### src/rtl/trap_seq_ctrl.sv
// Machine-mode CSR port sequencer: passes Zicsr accesses through when idle and
// runs the trap-entry / mret read-modify-write sequences, ending in a PC redirect.
module trap_seq_ctrl #(
  parameter int          XLEN         = 32,
  parameter logic [11:0] ADDR_MSTATUS = 12'h300,
  parameter logic [11:0] ADDR_MTVEC   = 12'h305,
  parameter logic [11:0] ADDR_MEPC    = 12'h341,
  parameter logic [11:0] ADDR_MCAUSE  = 12'h342
) (
  input  logic            clk,
  input  logic            rst,
  input  logic            trap_req,
  input  logic [XLEN-1:0] trap_cause,
  input  logic [XLEN-1:0] trap_pc,
  input  logic            mret_req,
  input  logic [11:0]     core_csr_addr,
  input  logic [XLEN-1:0] core_csr_wdata,
  input  logic            core_csr_we,
  output logic            core_grant,
  output logic [11:0]     csr_addr,
  output logic [XLEN-1:0] csr_wdata,
  output logic            csr_we,
  input  logic [XLEN-1:0] csr_rdata,
  output logic            busy,
  output logic            redirect_valid,
  output logic [XLEN-1:0] redirect_pc
);

  typedef enum logic [2:0] {
    IDLE      = 3'd0,
    T_MEPC    = 3'd1,
    T_MCAUSE  = 3'd2,
    T_MSTATUS = 3'd3,
    T_MTVEC   = 3'd4,
    M_MEPC    = 3'd5,
    M_MSTATUS = 3'd6,
    DONE      = 3'd7
  } state_t;

  state_t          state_r;
  state_t          state_next_s;
  logic [XLEN-1:0] cause_r;
  logic [XLEN-1:0] pc_r;
  logic [XLEN-1:0] redirect_pc_r;
  logic            latch_s;
  logic            redirect_load_s;
  logic [XLEN-1:0] redirect_next_s;
  logic            csr_we_s;
  logic            core_grant_s;

  // Trap entry: MPIE <- MIE, MIE <- 0, MPP <- M.
  function automatic logic [XLEN-1:0] mstatus_on_trap(input logic [XLEN-1:0] v);
    logic [XLEN-1:0] r;
    r        = v;
    r[7]     = v[3];
    r[3]     = 1'b0;
    r[12:11] = 2'b11;
    return r;
  endfunction

  // mret: MIE <- MPIE, MPIE <- 1, MPP <- M.
  function automatic logic [XLEN-1:0] mstatus_on_mret(input logic [XLEN-1:0] v);
    logic [XLEN-1:0] r;
    r        = v;
    r[3]     = v[7];
    r[7]     = 1'b1;
    r[12:11] = 2'b11;
    return r;
  endfunction

  // State, latched trap info and redirect target registers.
  always_ff @(posedge clk) begin
    if (rst) begin
      state_r       <= IDLE;
      cause_r       <= '0;
      pc_r          <= '0;
      redirect_pc_r <= '0;
    end else begin
      state_r <= state_next_s;
      if (latch_s) begin
        cause_r <= trap_cause;
        pc_r    <= trap_pc;
      end
      if (redirect_load_s) begin
        redirect_pc_r <= redirect_next_s;
      end
    end
  end

  // Next-state and CSR port steering.
  always_comb begin
    state_next_s    = state_r;
    csr_addr        = core_csr_addr;
    csr_wdata       = core_csr_wdata;
    csr_we_s        = 1'b0;
    core_grant_s    = 1'b0;
    latch_s         = 1'b0;
    redirect_load_s = 1'b0;
    redirect_next_s = redirect_pc_r;
    case (state_r)
      IDLE: begin
        if (trap_req) begin
          latch_s      = 1'b1;
          state_next_s = T_MEPC;
        end else if (mret_req) begin
          state_next_s = M_MEPC;
        end else begin
          core_grant_s = 1'b1;
          csr_we_s     = core_csr_we;
        end
      end
      T_MEPC: begin
        csr_addr     = ADDR_MEPC;
        csr_wdata    = {pc_r[XLEN-1:2], 2'b00};
        csr_we_s     = 1'b1;
        state_next_s = T_MCAUSE;
      end
      T_MCAUSE: begin
        csr_addr     = ADDR_MCAUSE;
        csr_wdata    = cause_r;
        csr_we_s     = 1'b1;
        state_next_s = T_MSTATUS;
      end
      T_MSTATUS: begin
        csr_addr     = ADDR_MSTATUS;
        csr_wdata    = mstatus_on_trap(csr_rdata);
        csr_we_s     = 1'b1;
        state_next_s = T_MTVEC;
      end
      T_MTVEC: begin
        // Direct mode only: the mode field is discarded.
        csr_addr        = ADDR_MTVEC;
        redirect_load_s = 1'b1;
        redirect_next_s = {csr_rdata[XLEN-1:2], 2'b00};
        state_next_s    = DONE;
      end
      M_MEPC: begin
        csr_addr        = ADDR_MEPC;
        redirect_load_s = 1'b1;
        redirect_next_s = {csr_rdata[XLEN-1:2], 2'b00};
        state_next_s    = M_MSTATUS;
      end
      M_MSTATUS: begin
        csr_addr     = ADDR_MSTATUS;
        csr_wdata    = mstatus_on_mret(csr_rdata);
        csr_we_s     = 1'b1;
        state_next_s = DONE;
      end
      DONE: begin
        csr_addr     = ADDR_MSTATUS;
        state_next_s = IDLE;
      end
      default: begin
        csr_addr     = ADDR_MSTATUS;
        state_next_s = IDLE;
      end
    endcase
  end

  // A reset cycle aborts at once: no write, grant or redirect leaks out.
  assign csr_we         = csr_we_s & ~rst;
  assign core_grant     = core_grant_s & ~rst;
  assign busy           = (state_r != IDLE);
  assign redirect_valid = (state_r == DONE) & ~rst;
  assign redirect_pc    = redirect_pc_r;

endmodule

### config.mk
export PLATFORM = sky130hd
export DESIGN_NAME = trap_seq_ctrl
export DESIGN_NICKNAME = d
export VERILOG_FILES = /design/src/rtl/trap_seq_ctrl.sv
export SDC_FILE = /design/constraint.sdc
export NUM_CORES = 1
export LEC_CHECK = 0
export CAP_MARGIN = 30
export CORE_ASPECT_RATIO = 0.6
export CORE_MARGIN = 5
export CORE_UTILIZATION = 42
export DETAILED_ROUTE_END_ITERATION = 10
export PLACE_DENSITY = 0.9
export SYNTH_ARGS = -nofsm -noshare
export SYNTH_HDL_FRONTEND = slang
export SYNTH_SLANG_ARGS = --single-unit
export TNS_END_PERCENT = 5
### constraint.sdc
create_clock -name clk -period 1.81 [get_ports clk]
set_input_delay 0.362 -clock clk [delete_from_list [all_inputs] [get_ports clk]]
set_output_delay 0.362 -clock clk [all_outputs]
set_load 0.03 [all_outputs]
Yosys cells after proc, flatten, opt, wreduce, memory -nomap -nowiden. Index checks and enable logic that the tools add are counted.

Register bits after elaboration: 97. Bits of input ports: 145.

Equal/unequal tests: 8. Mux-type cells: 14. Bitwise logic cells: 4. Reduce and logical (&&, ||, !) cells: 8.

Operators with widths (number): $pmux 32 s4 (1); $pmux 12 s4 (1); $pmux 3 s7 (1); $eq 3x3->1 const B (4); $mux 1 (8); $eq 3x2->1 const B (2); $mux 3 (2); $reduce_or 2->1 (3); $reduce_or 4->1 (1); $and 1x1->1 (3); $eq 3x1->1 const B (1); $logic_not 3->1 (1); $ne 3x3->1 const B (1); $reduce_bool 3->1 (1); $reduce_or 3->1 (1); $pmux 1 s2 (1); $reduce_and 2->1 (1); $not 1->1 (1).

Longest topological paths before layout.
Word-level depth: 4. Gate-level depth with buffers: 6. Mapped depth without buffers: 3.

Least setup slack after synthesis. Ideal clock, no wire load.

Path type: register to output. From: register state_r[2]. To: output port core_grant. Required time: 1448 ps. Buffers on the path: 1. Cell stages (with the launch flop): 5. Data arrival time: 1913 ps. Setup slack: -465 ps. Path through: dfxtp_1 nor3_1 clkbuf_1 inv_1 nor4_1.

Longest elaborated chain between the ends: 3.

RTL lines: start, declared (RTL line 40) `state_t state_r;`; start signal, assigned (RTL line 79) `state_r <= state_next_s;`; $logic_not 3->1 (RTL line 100) `case (state_r)`; $mux 1 (RTL line 100); $and 1x1->1 (RTL line 162) `assign core_grant = core_grant_s & ~rst;`; end, declared (RTL line 19) `output logic core_grant,`.

Every way passes these cells.

Final worst setup path.
From: register state_r[0]. To: output port csr_wdata[17].

Longest elaborated chain between the ends: 2. Elaborated cells between the ends (all ways): 5.

RTL lines: $eq 3x3->1, or another cell as far along (RTL line 100); $pmux 32 s4 (*) (RTL line 100); end, declared (RTL line 21) `output logic [XLEN-1:0] csr_wdata,`.

Every way passes the cells marked *; elsewhere a longest branch is shown, timed or not.

==> impl_metrics.xml <==
<?xml version="1.0" encoding="UTF-8"?>
<metrics>
  <group name="sta">
    <metric name="hold_slack" unit="ns">0.384</metric>
    <metric name="layout_min_cycle_time" unit="ns">2.13</metric>
    <metric name="post-route-period-util" unit="%">118</metric>
    <metric name="max_clock_freq" unit="MHz">468</metric>
    <metric name="final_setup_fails" unit="">46</metric>
    <metric name="max-slew-margin-rel" unit="%">61.3</metric>
    <metric name="worst-slew-pin-transition" unit="ns">0.579</metric>
    <metric name="rsz0062_at_grt" unit="">yes</metric>
    <metric name="worst_clock_skew" unit="ns">0.00728</metric>
    <metric name="finalHoldViolations" unit="">0</metric>
    <metric name="final.setup.worst_slack" unit="ns">-0.325</metric>
    <metric name="drv_slew" unit="">0</metric>
  </group>
  <group name="critical_path">
    <metric name="crit_path_end_kind" unit="">output port</metric>
    <metric name="crit_type" unit="">reg2out</metric>
    <metric name="timing.critical_path.from_type" unit="">register</metric>
    <metric name="crit_fanout" unit="">12</metric>
    <metric name="worst_ep_arrival_time" unit="ns">1.77</metric>
    <metric name="worst_ep_required_time" unit="ns">1.45</metric>
    <metric name="setup.reg_to_reg.worst_slack" unit="ns">0.04</metric>
  </group>
  <group name="power_and_ir_drop">
    <metric name="total_leakage_power" unit="nW">3.11</metric>
    <metric name="seq_power_share" unit="%">30.8</metric>
    <metric name="peakVddDrop" unit="mV">0.552</metric>
    <metric name="power_switching" unit="W">0.00282</metric>
    <metric name="fraction_of_power_consumed_by_combinational_cells" unit="%">45.6</metric>
    <metric name="power-per-cell-area" unit="nW/um^2">920</metric>
    <metric name="p_sw_share" unit="%">36.8</metric>
    <metric name="tot_pwr" unit="W">0.00767</metric>
    <metric name="p_int" unit="W">0.00485</metric>
    <metric name="power.share.clock" unit="%">23.6</metric>
  </group>
  <group name="die">
    <metric name="die_area" unit="sq um">14200</metric>
    <metric name="die_w" unit="microns">150</metric>
    <metric name="die-height" unit="microns">94.2</metric>
    <metric name="ios" unit="">225</metric>
    <metric name="placement_rows" unit="">30</metric>
    <metric name="start_util" unit="%">43.5</metric>
    <metric name="core_region_area" unit="sq um">11400</metric>
  </group>
  <group name="synth">
    <metric name="post_synth_num_cell_types" unit="">37</metric>
    <metric name="synth-edff-count" unit="">0</metric>
    <metric name="postSynth.topFlopCell" unit="">dfxtp_1</metric>
    <metric name="synthTopCellsByArea" unit="">dfxtp_1 38%, nand2_1 14%, a21oi_1 9.5%, mux2i_1 5.0%, a221oi_1 4.4%</metric>
    <metric name="synth.most_common_cell" unit="">nand2_1</metric>
    <metric name="postSynthAreaPerCell" unit="sq um">7.59</metric>
    <metric name="synth.cell_area" unit="sq um">4960</metric>
    <metric name="yosys_register_bits" unit="">95</metric>
    <metric name="postSynth.asyncResetShare" unit="%">0</metric>
    <metric name="synth_top_area_share" unit="%">38.3</metric>
    <metric name="synth_area_leader_cell" unit="">dfxtp_1</metric>
    <metric name="post_synth_most_frequent_cells" unit="">185 x nand2_1, 95 x dfxtp_1, 94 x a21oi_1, 33 x clkbuf_1, 32 x nor2_1</metric>
    <metric name="yosysWarnings" unit="">0</metric>
    <metric name="synth_seq_area_share" unit="%">38.3</metric>
    <metric name="gate_count_of_the_mapped_netlist" unit="">654</metric>
  </group>
  <group name="cells_and_area">
    <metric name="layout.cells.non_filler" unit="">1048</metric>
    <metric name="antennaDiodeCount" unit="">0</metric>
    <metric name="layout.core_utilization" unit="%">73.1</metric>
    <metric name="drive_gt1_share" unit="%">20.7</metric>
    <metric name="area_delta_synth_final" unit="%">68.1</metric>
    <metric name="nets" unit="">1028</metric>
  </group>
  <group name="drt">
    <metric name="wl_met3" unit="mm">2.18</metric>
    <metric name="route.final.wire_length" unit="mm">19.7</metric>
    <metric name="route.detailed.drc" unit="">0</metric>
    <metric name="detailroute.wirelength.met2" unit="mm">9.52</metric>
    <metric name="vias" unit="">5767</metric>
    <metric name="antenna_nets_post_route" unit="">0</metric>
    <metric name="detailedRoute.firstPassIterationCount" unit="">4</metric>
    <metric name="detail_route.wirelength.met1" unit="mm">7.70</metric>
    <metric name="first_iter_violations" unit="">237</metric>
    <metric name="post_drt_via_cell_ratio" unit="">5.50</metric>
    <metric name="avg_wl_per_cell" unit="microns">18.8</metric>
    <metric name="top_layer_used" unit="">met4</metric>
  </group>
  <group name="global_routing">
    <metric name="track_usage" unit="%">26.4</metric>
    <metric name="grt_max_degree" unit="">54</metric>
    <metric name="grt_pass1_vias" unit="">5811</metric>
    <metric name="grt_antenna_before_repair" unit="">0</metric>
    <metric name="grt_remaining_overflow" unit="">0</metric>
    <metric name="grt_pass1_wl" unit="mm">29.5</metric>
  </group>
  <group name="status">
    <metric name="status" unit="">finished with violations</metric>
    <metric name="violated_checks" unit="">setup timing</metric>
  </group>
  <group name="placement">
    <metric name="port_buffers" unit="">220</metric>
    <metric name="place_congestion" unit="">0.839</metric>
    <metric name="dpl.hpwl" unit="mm">14.1</metric>
    <metric name="placed_cells_incl_taps" unit="">1018</metric>
  </group>
  <group name="clock_network">
    <metric name="clk_path_buf_depth" unit="">2</metric>
    <metric name="cts.sink_count" unit="">95</metric>
    <metric name="clk_transition_reported_paths" unit="ns">0.07</metric>
    <metric name="clk_root_buffer_cell" unit="">clkbuf_16</metric>
    <metric name="cts_tree" unit="">built</metric>
    <metric name="clock_latency" unit="ns">0.34</metric>
    <metric name="clock_tree.htree_level_count" unit="">3</metric>
    <metric name="cts_buf_count" unit="">9</metric>
  </group>
  <group name="flow_run">
    <metric name="max_cap_viol_count" unit="">0</metric>
  </group>
  <group name="hold_path">
    <metric name="worst_min_delay_path_class" unit="">in2reg</metric>
  </group>
</metrics>
-- cell families after synthesis --
| group | after synthesis | synth area share, % |
|---|---|---|
| compound gates | 190 | 24.0 |
| xor+xnor | 2 | 0.353 |
| buf+inv | 68 | 7.39 |
| flops | 95 | 38.3 |
| mux | 28 | 5.72 |
| other cells | 1 | 0.0756 |
| simple gates | 270 | 24.1 |
-- timing repair --
| action | CTS | global route |
|---|---|---|
| cloned | 2 | 0 |
| pin swaps | 7 | 10 |
| endpoints found under the setup margin | 108 | 110 |
| setup buffers | 11 | 1 |
| hold buffers | 0 | 0 |
| gates resized for setup | 59 | 36 |
-- critical path, stage by stage, from the launching register on --
cell      delay [ns]
dfxtp_4         0.40
nand2b_2        0.19
buf_6           0.19
o22ai_1         0.11
a221oi_2        0.31
buf_4           0.22
-- state kept, by name, indices dropped and copies added, names as in the netlist --
register and cells:
redirect_pc 30, cause_r 32, state_r 3, pc_r 30
-- metrics by stage --
step	setup TNS [ns]	setup slack, ns	cell area, sq um
global route	-13.87	-0.385	8340
finish	-10.22	-0.325	8340
global placement	-20.91	-0.534	7560
detailed placement	-23.58	-0.540	7560
floorplan	-4.41	-0.307	5120
CTS	-15.35	-0.305	8190
-- path summary, 6_finish.rpt --
kind / from / to / cells after the start
max: state_r[0]$_SDFFE_PP0P_ / csr_wdata[17] / 5
min: rst / cause_r[1]$_SDFFE_PP0P_ / 2
max reg2reg: state_r[0]$_SDFFE_PP0P_ / pc_r[17]$_SDFFE_PP0P_ / 6
min reg2reg: redirect_pc[15]$_SDFFE_PP0P_ / redirect_pc[15]$_SDFFE_PP0P_ / 2
-- cells in the final DEF, fill, tap and decap left out, types with 2 or more instances in the layout --
cell and count:
conb_1 2, a2bb2oi_1 3, and2_1 3, nor2b_4 3, nor2_1 30, nand2_1 184, a221oi_2 25, mux2i_1 25
dfxtp_1 92, clkbuf_16 9, nor3b_1 21, or3_1 2, and2_4 3, inv_6 3, o21a_1 27, nand3b_1 2
o22ai_2 2, buf_12 18, clkdlybuf4s50_1 170, xnor2_1 2, buf_8 2, nor3_2 2, a211oi_1 2, a21oi_1 94
o22ai_1 27, inv_1 3, nand2b_1 4, a22oi_1 2, buf_4 59, dfxtp_4 3, buf_6 28, nor3b_2 4
mux2_4 3, nor4b_4 2
-- power by group through the flow --
stage	Clock, W	Combinational, W	Sequential [W]
finish	0.00181	0.00350	0.00236
global route	0.00195	0.00370	0.00238
CTS	0.00184	0.00338	0.00236
detailed placement	0	0.00314	0.00240
global placement	0	0.00310	0.00239
floorplan	0	0.00178	0.00246
-- final cells by class --
type,count,area (sq um)
repair buffers,280,2900
clock buffers,10,229
inverters,4,15.0
flip-flops and latches,95,1910
well taps,160,200
clock inverters,6,50.0
fillers,880,3070
multi-input cells,493,3030
-- per-layer routing --
layer / global-route usage, % / vias to the layer above
met1: 30.5 / 2745
met4: 6.01 / 0
met5: 0 / -
met2: 46.9 / 257
met3: 9.50 / 31
li1: - / 2734
(Power assumes the default switching activity.)
